$ cat config.mk
export PLATFORM = sky130hd
export DESIGN_NAME = mem_stage
export DESIGN_NICKNAME = d
export VERILOG_FILES = /design/src/rtl/mem_stage.sv
export SDC_FILE = /design/constraint.sdc
export NUM_CORES = 1
export LEC_CHECK = 0
export CORE_MARGIN = 1.5
export CORE_UTILIZATION = 31
export CTS_CLUSTER_DIAMETER = 60
export DETAILED_ROUTE_END_ITERATION = 16
export SYNTH_ARGS = -nofsm -noshare
export SYNTH_HDL_FRONTEND = slang
export SYNTH_SLANG_ARGS = --single-unit
$ cat constraint.sdc
create_clock -name clk -period 3.6 [get_ports clk]
set_input_delay 0.72 -clock clk [delete_from_list [all_inputs] [get_ports clk]]
set_output_delay 0.72 -clock clk [all_outputs]
set_load 0.03 [all_outputs]
$ cat src/rtl/mem_stage.sv
// MEM stage of the RV32 pipeline: issues loads/stores on a req/gnt/rvalid port, aligns store data, extracts load data.
// Latency: non-memory ops and misaligned accesses pass through in zero cycles; stores finish on gnt, loads on rvalid.
// Backpressure: mem_stall is held while waiting for gnt or rvalid; EX/MEM stays frozen upstream meanwhile.
//
// Ports:
//   clk, rst_n              clock, asynchronous active-low reset
//   exmem_*                 EX/MEM pipeline fields (address/ALU result, rd, we, mem type/rw/width/uns, rs2)
//   fc_flush_mem_i          kill the instruction currently in MEM
//   dmem_*                  data-memory request/grant/response port
//   mem_reg_*               write-back fields to MEM/WB
//   mem_stall_o             hold EX/MEM and earlier, bubble MEM/WB
//   mem_misalign_o          1-cycle pulse on misaligned or reserved-width access
//   mem_bus_err_o           1-cycle pulse on watchdog timeout
module mem_stage #(
  parameter int TIMEOUT = 16
) (
  input  logic        clk,
  input  logic        rst_n,
  input  logic [31:0] exmem_op_c_i,
  input  logic [4:0]  exmem_reg_waddr_i,
  input  logic        exmem_reg_we_i,
  input  logic        exmem_mtype_i,
  input  logic        exmem_mem_rw_i,
  input  logic [1:0]  exmem_mem_width_i,
  input  logic        exmem_mem_uns_i,
  input  logic [31:0] exmem_st_data_i,
  input  logic        fc_flush_mem_i,
  output logic        dmem_req_o,
  output logic        dmem_we_o,
  output logic [31:0] dmem_addr_o,
  output logic [3:0]  dmem_be_o,
  output logic [31:0] dmem_wdata_o,
  input  logic        dmem_gnt_i,
  input  logic        dmem_rvalid_i,
  input  logic [31:0] dmem_rdata_i,
  output logic [31:0] mem_reg_wdata_o,
  output logic [4:0]  mem_reg_waddr_o,
  output logic        mem_reg_we_o,
  output logic        mem_stall_o,
  output logic        mem_misalign_o,
  output logic        mem_bus_err_o
);

  localparam int            CW     = (TIMEOUT < 2) ? 1 : $clog2(TIMEOUT + 1);
  localparam logic [CW-1:0] TO_VAL = CW'(TIMEOUT);
  localparam bit            WD_EN  = (TIMEOUT != 0);

  typedef enum logic [1:0] {IDLE, WAIT_GNT, WAIT_RSP} state_t;

  state_t        state_q, state_d;
  logic [CW-1:0] cnt_q, cnt_d;
  logic          drop_q, drop_d;

  // Copy of the access fields taken while idle, so an outstanding access
  // does not depend on what flow control does to EX/MEM while we wait.
  logic [31:0] addr_q;
  logic [1:0]  width_q;
  logic        rw_q;
  logic        uns_q;
  logic        reg_we_q;
  logic [31:0] st_data_q;

  logic [31:0] cur_addr;
  logic [1:0]  cur_width;
  logic        cur_rw;
  logic [31:0] cur_st_data;
  logic        aligned;
  logic        timeout_hit;
  logic [3:0]  be_raw;
  logic [31:0] st_lanes;
  logic [31:0] rd_lane;
  logic [31:0] ld_data;

  logic        req_c;
  logic [31:0] wb_data_c;
  logic        wb_we_c;
  logic        stall_c;
  logic        misalign_c;
  logic        bus_err_c;

  // In IDLE the live EX/MEM fields describe the access; once waiting, the copy does.
  assign cur_addr    = (state_q == IDLE) ? exmem_op_c_i      : addr_q;
  assign cur_width   = (state_q == IDLE) ? exmem_mem_width_i : width_q;
  assign cur_rw      = (state_q == IDLE) ? exmem_mem_rw_i    : rw_q;
  assign cur_st_data = (state_q == IDLE) ? exmem_st_data_i   : st_data_q;

  assign timeout_hit = WD_EN && (cnt_q == TO_VAL);

  always_comb begin
    aligned  = 1'b0;
    be_raw   = 4'b1111;
    st_lanes = cur_st_data;
    case (cur_width)
      2'b00: begin
        aligned  = 1'b1;
        be_raw   = 4'b0001 << cur_addr[1:0];
        st_lanes = {4{cur_st_data[7:0]}};
      end
      2'b01: begin
        aligned  = ~cur_addr[0];
        be_raw   = 4'b0011 << cur_addr[1:0];
        st_lanes = {2{cur_st_data[15:0]}};
      end
      2'b10: begin
        aligned  = (cur_addr[1:0] == 2'b00);
      end
      default: begin
        aligned  = 1'b0;
      end
    endcase
  end

  // Load extraction always refers to the captured access.
  assign rd_lane = dmem_rdata_i >> {addr_q[1:0], 3'b000};

  always_comb begin
    ld_data = dmem_rdata_i;
    case (width_q)
      2'b00:   ld_data = {{24{rd_lane[7]  & ~uns_q}}, rd_lane[7:0]};
      2'b01:   ld_data = {{16{rd_lane[15] & ~uns_q}}, rd_lane[15:0]};
      default: ld_data = dmem_rdata_i;
    endcase
  end

  always_comb begin
    state_d    = state_q;
    cnt_d      = cnt_q;
    drop_d     = drop_q;
    req_c      = 1'b0;
    wb_data_c  = '0;
    wb_we_c    = 1'b0;
    stall_c    = 1'b0;
    misalign_c = 1'b0;
    bus_err_c  = 1'b0;
    case (state_q)
      IDLE: begin
        cnt_d  = '0;
        drop_d = 1'b0;
        if (!exmem_mtype_i) begin
          wb_data_c = exmem_op_c_i;
          wb_we_c   = exmem_reg_we_i;
        end else if (fc_flush_mem_i) begin
          // killed memory instruction: nothing issued, nothing written
        end else if (!aligned) begin
          misalign_c = 1'b1;
        end else begin
          req_c = 1'b1;
          if (dmem_gnt_i) begin
            if (!exmem_mem_rw_i) begin
              state_d = WAIT_RSP;
              stall_c = 1'b1;
            end
          end else begin
            state_d = WAIT_GNT;
            stall_c = 1'b1;
          end
        end
      end
      WAIT_GNT: begin
        if (timeout_hit) begin
          bus_err_c = 1'b1;
          state_d   = IDLE;
        end else if (fc_flush_mem_i) begin
          state_d = IDLE;
        end else begin
          req_c = 1'b1;
          if (WD_EN) cnt_d = cnt_q + CW'(1);
          if (dmem_gnt_i) begin
            if (rw_q) begin
              state_d = IDLE;
            end else begin
              state_d = WAIT_RSP;
              stall_c = 1'b1;
            end
          end else begin
            stall_c = 1'b1;
          end
        end
      end
      WAIT_RSP: begin
        // The read is already in flight; a flush only suppresses its write-back.
        if (fc_flush_mem_i) drop_d = 1'b1;
        if (timeout_hit) begin
          bus_err_c = 1'b1;
          state_d   = IDLE;
        end else if (dmem_rvalid_i) begin
          wb_data_c = ld_data;
          wb_we_c   = reg_we_q & ~drop_q & ~fc_flush_mem_i;
          state_d   = IDLE;
        end else begin
          stall_c = 1'b1;
          if (WD_EN) cnt_d = cnt_q + CW'(1);
        end
      end
      default: begin
        state_d = IDLE;
      end
    endcase
  end

  always_ff @(posedge clk or negedge rst_n) begin
    if (!rst_n) begin
      state_q   <= IDLE;
      cnt_q     <= '0;
      drop_q    <= 1'b0;
      addr_q    <= '0;
      width_q   <= '0;
      rw_q      <= 1'b0;
      uns_q     <= 1'b0;
      reg_we_q  <= 1'b0;
      st_data_q <= '0;
    end else begin
      state_q <= state_d;
      cnt_q   <= cnt_d;
      drop_q  <= drop_d;
      if (state_q == IDLE) begin
        addr_q    <= exmem_op_c_i;
        width_q   <= exmem_mem_width_i;
        rw_q      <= exmem_mem_rw_i;
        uns_q     <= exmem_mem_uns_i;
        reg_we_q  <= exmem_reg_we_i;
        st_data_q <= exmem_st_data_i;
      end
    end
  end

  // Outputs are forced low while reset is asserted so a request cannot
  // leak out combinationally from live EX/MEM fields during reset.
  assign dmem_req_o      = rst_n & req_c;
  assign dmem_we_o       = rst_n & req_c & cur_rw;
  assign dmem_addr_o     = (rst_n && req_c) ? {cur_addr[31:2], 2'b00} : '0;
  assign dmem_be_o       = (rst_n && req_c) ? be_raw : '0;
  assign dmem_wdata_o    = (rst_n && req_c && cur_rw) ? st_lanes : '0;
  assign mem_reg_wdata_o = rst_n ? wb_data_c : '0;
  assign mem_reg_waddr_o = rst_n ? exmem_reg_waddr_i : '0;
  assign mem_reg_we_o    = rst_n & wb_we_c;
  assign mem_stall_o     = rst_n & stall_c;
  assign mem_misalign_o  = rst_n & misalign_c;
  assign mem_bus_err_o   = rst_n & bus_err_c;

endmodule

==> results.sh <==
export IMPL_ios=223
export IMPL_mostFrequentLayoutCells="clkdlybuf4s50_1, buf_4, dfrtp_1"
export IMPL_placed_cell_area_mm2=0.00743
export IMPL_rsz0062_at_grt="no"
export IMPL_synth_edff_count=0
export IMPL_design_area_mm2=0.00789
export IMPL_die_height_um=131
export IMPL_cp_start_kind="primary input"
export IMPL_seq_area_mm2=0.00193
export IMPL_via_per_inst=5.23
export IMPL_final_common_cell="clkdlybuf4s50_1"
export IMPL_period_share_pct=95.0
export IMPL_drt_iter0_drc=439
export IMPL_track_usage_pct=22.7
export IMPL_htreeDepth=3
export IMPL_diodes=0
export IMPL_hpwl_um=14900
export IMPL_peakVddDrop_uv=379
export IMPL_worst_hold_path_type="reg -> reg"
export IMPL_start_util_pct=31.9
export IMPL_ctsHoldBuffers=0
export IMPL_drtAntennaViolNets=0
export IMPL_dieArea_mm2=0.0172
export IMPL_crit_required_ps=2880
export IMPL_io_buffers=220
export IMPL_total_leakage_power_uw=0.00356
export IMPL_max_freq_mhz=292
export IMPL_core_area_mm2=0.0159
export IMPL_avgSynthCellArea_um2=9.09
export IMPL_cts_root_buf="clkbuf_16"
export IMPL_fp_row_count=46
export IMPL_slew_viol_final=0
export IMPL_routed_wl_um=19500
export IMPL_ys_types=57
export IMPL_drt_pass1_iterations=5
export IMPL_cap_violations=0
export IMPL_synthFlopType="dfrtp_1"
export IMPL_finalSetupViolCount=0
export IMPL_synth_top_cell_area_share_pct=37.9
export IMPL_fin_util_pct=49.5
export IMPL_finalClockSkew_ps=11.2
export IMPL_reg2reg_slack_ps=1340
export IMPL_nNetsFinal=898
export IMPL_multi_input_area_mm2=0.00294
export IMPL_clk_insertion_delay_late_ps=340
export IMPL_drive_gt1_share_pct=30.4
export IMPL_cts_buffers_inserted=9
export IMPL_area_delta_synth_final_pct=55.0
export IMPL_clock_sinks=77
export IMPL_slew_headroom_pct=49.7
export IMPL_synth_area_mm2=0.00509
export IMPL_grt_start_max_net_pins=45
export IMPL_power_density_mw_per_mm2=760
export IMPL_clk_pin_slew_ps=60
export IMPL_gr_total_overflow=0
export IMPL_synth_seq_cells=77
export IMPL_grt_pass1_wl_um=30600
export IMPL_yosysTopAreaCell="dfrtp_1"
export IMPL_dieWidth_um=131
export IMPL_arrival_ps=2700
export IMPL_worst_pin_slew_ps=750
export IMPL_post_route_drc_count=0
export IMPL_fin_crit_ps=3420
export IMPL_crit_type="in -> out"
export IMPL_status="completed"
export IMPL_grt_pass1_vias=5335
export IMPL_end_kind="output port"
export IMPL_synth_seq_area_share_pct=37.9
export IMPL_finalHoldViolCount=0
export IMPL_cp_max_fo=9
export IMPL_gp_congestion=0.868
export IMPL_synthArstFlopShare_pct=100
export IMPL_wire_per_inst_um=19.5
export IMPL_synth_warnings=0
export IMPL_postSynthCellCount=560
export IMPL_synthTopCellsByArea="dfrtp_1, mux2_2, nand2_1"
export IMPL_vias=5230
export IMPL_cts_buffer_depth=2
export IMPL_fill_cells=1523
export IMPL_antenna_found_initial=0
export IMPL_cts_tree="done"
sequential cells by signal, indices dropped and copies added (netlist names):
register and cells:
addr_q 32, st_data_q 32, cnt_q 5, state_q 2, width_q 2, drop_q 1, reg_we_q 1, rw_q 1
uns_q 1
power breakdown:
part,leakage [uW],switching (uW),internal (uW)
clock,0.000150,398,563
combinational,0.00249,2080,1470
sequential,0.000916,184,1300
total,0.00356,2660,3330
timing repair:
| item | CTS | global route |
|---|---|---|
| buffers inserted | 0 | 2 |
| endpoints found under the setup margin | 18 | 85 |
| gates resized for setup | 2 | 19 |
| pin swaps | 0 | 3 |
| gates cloned | 1 | 1 |
metal layers:
layer,vias up,wire [um],global-route usage [%]
met5,-,0,0
met4,0,357,7.74
met3,24,1220,4.82
met2,210,9610,38.4
met1,2533,8320,28.8
li1,2463,-,-
cells in the mapped netlist (2+ instances only):
master    count
and2_1        6
a31o_1        2
nor3_2        2
inv_1        24
a32oi_1      17
ha_1          7
nand2b_1      4
o221ai_1      8
a22oi_1      14
and3_1       30
a211oi_1      2
buf_4         6
o21ai_2       2
nor2b_1      11
o22ai_1       9
or3_1         2
nor2_1       34
dfrtp_1      77
buf_6         8
clkbuf_1     17
a31oi_1       2
mux2i_2       2
o21ai_0      27
a21oi_1      30
nand2_1      75
buf_2         8
mux2i_1      11
a31o_2        5
mux2_2       57
or4b_1        2
nor3_1       19
nand3_1      14
o211ai_1      2
per-stage QoR:
step / total power (uW) / instances / setup WS (ps) / hold WS (ps) / TNS [ps]
after CTS: 5920 / 997 / -28.4 / 497 / -28.4
final: 5990 / 1000 / 181 / 493 / 0
after floorplan: 3820 / 561 / 387 / 424 / 0
after detailed placement: 4910 / 980 / 126 / 482 / 0
after global placement: 4840 / 980 / 233 / 473 / 0
after global routing: 6410 / 1000 / 21.7 / 504 / 0
final timing paths:
| check | startpoint | cells past startpoint | end |
|---|---|---|---|
| max in group asynchronous | rst_n | 3 | st_data_q[1]$_DFF_PN0_ |
| worst min-delay path | addr_q[3]$_DFF_PN0_ | 1 | addr_q[3]$_DFF_PN0_ |
| min in group asynchronous | rst_n | 2 | addr_q[1]$_DFF_PN0_ |
| worst max register to register | state_q[1]$_DFFE_PN0P_ | 9 | state_q[0]$_DFFE_PN0P_ |
| worst max-delay path | exmem_mtype_i | 8 | dmem_wdata_o[31] |
| worst min register to register | addr_q[3]$_DFF_PN0_ | 1 | addr_q[3]$_DFF_PN0_ |
cell type report:
type,count,area share (%)
multi-input cells,421,37.2
inverters,25,1.19
well taps,216,3.43
clock inverters,6,0.873
clock buffers,10,3.03
flip-flops and latches,77,24.4
repair buffers,245,29.8
logic make-up after synthesis:
kind of cell / synth area share, %
flops: 37.9
mux: 15.8
other cells: 0.0737
simple gates: 20.9
buf+inv: 6.61
fa+ha+maj: 1.72
compound gates: 17.1
critical path: stages:
cell and delay, ps:
clkdlybuf4s50_1 590, and3b_1 270, nand2b_1 120, o21ai_4 210, buf_12 150, nand3_4 140, nor3_1 280, buf_4 200
Power figures use the tool's default switching activity.
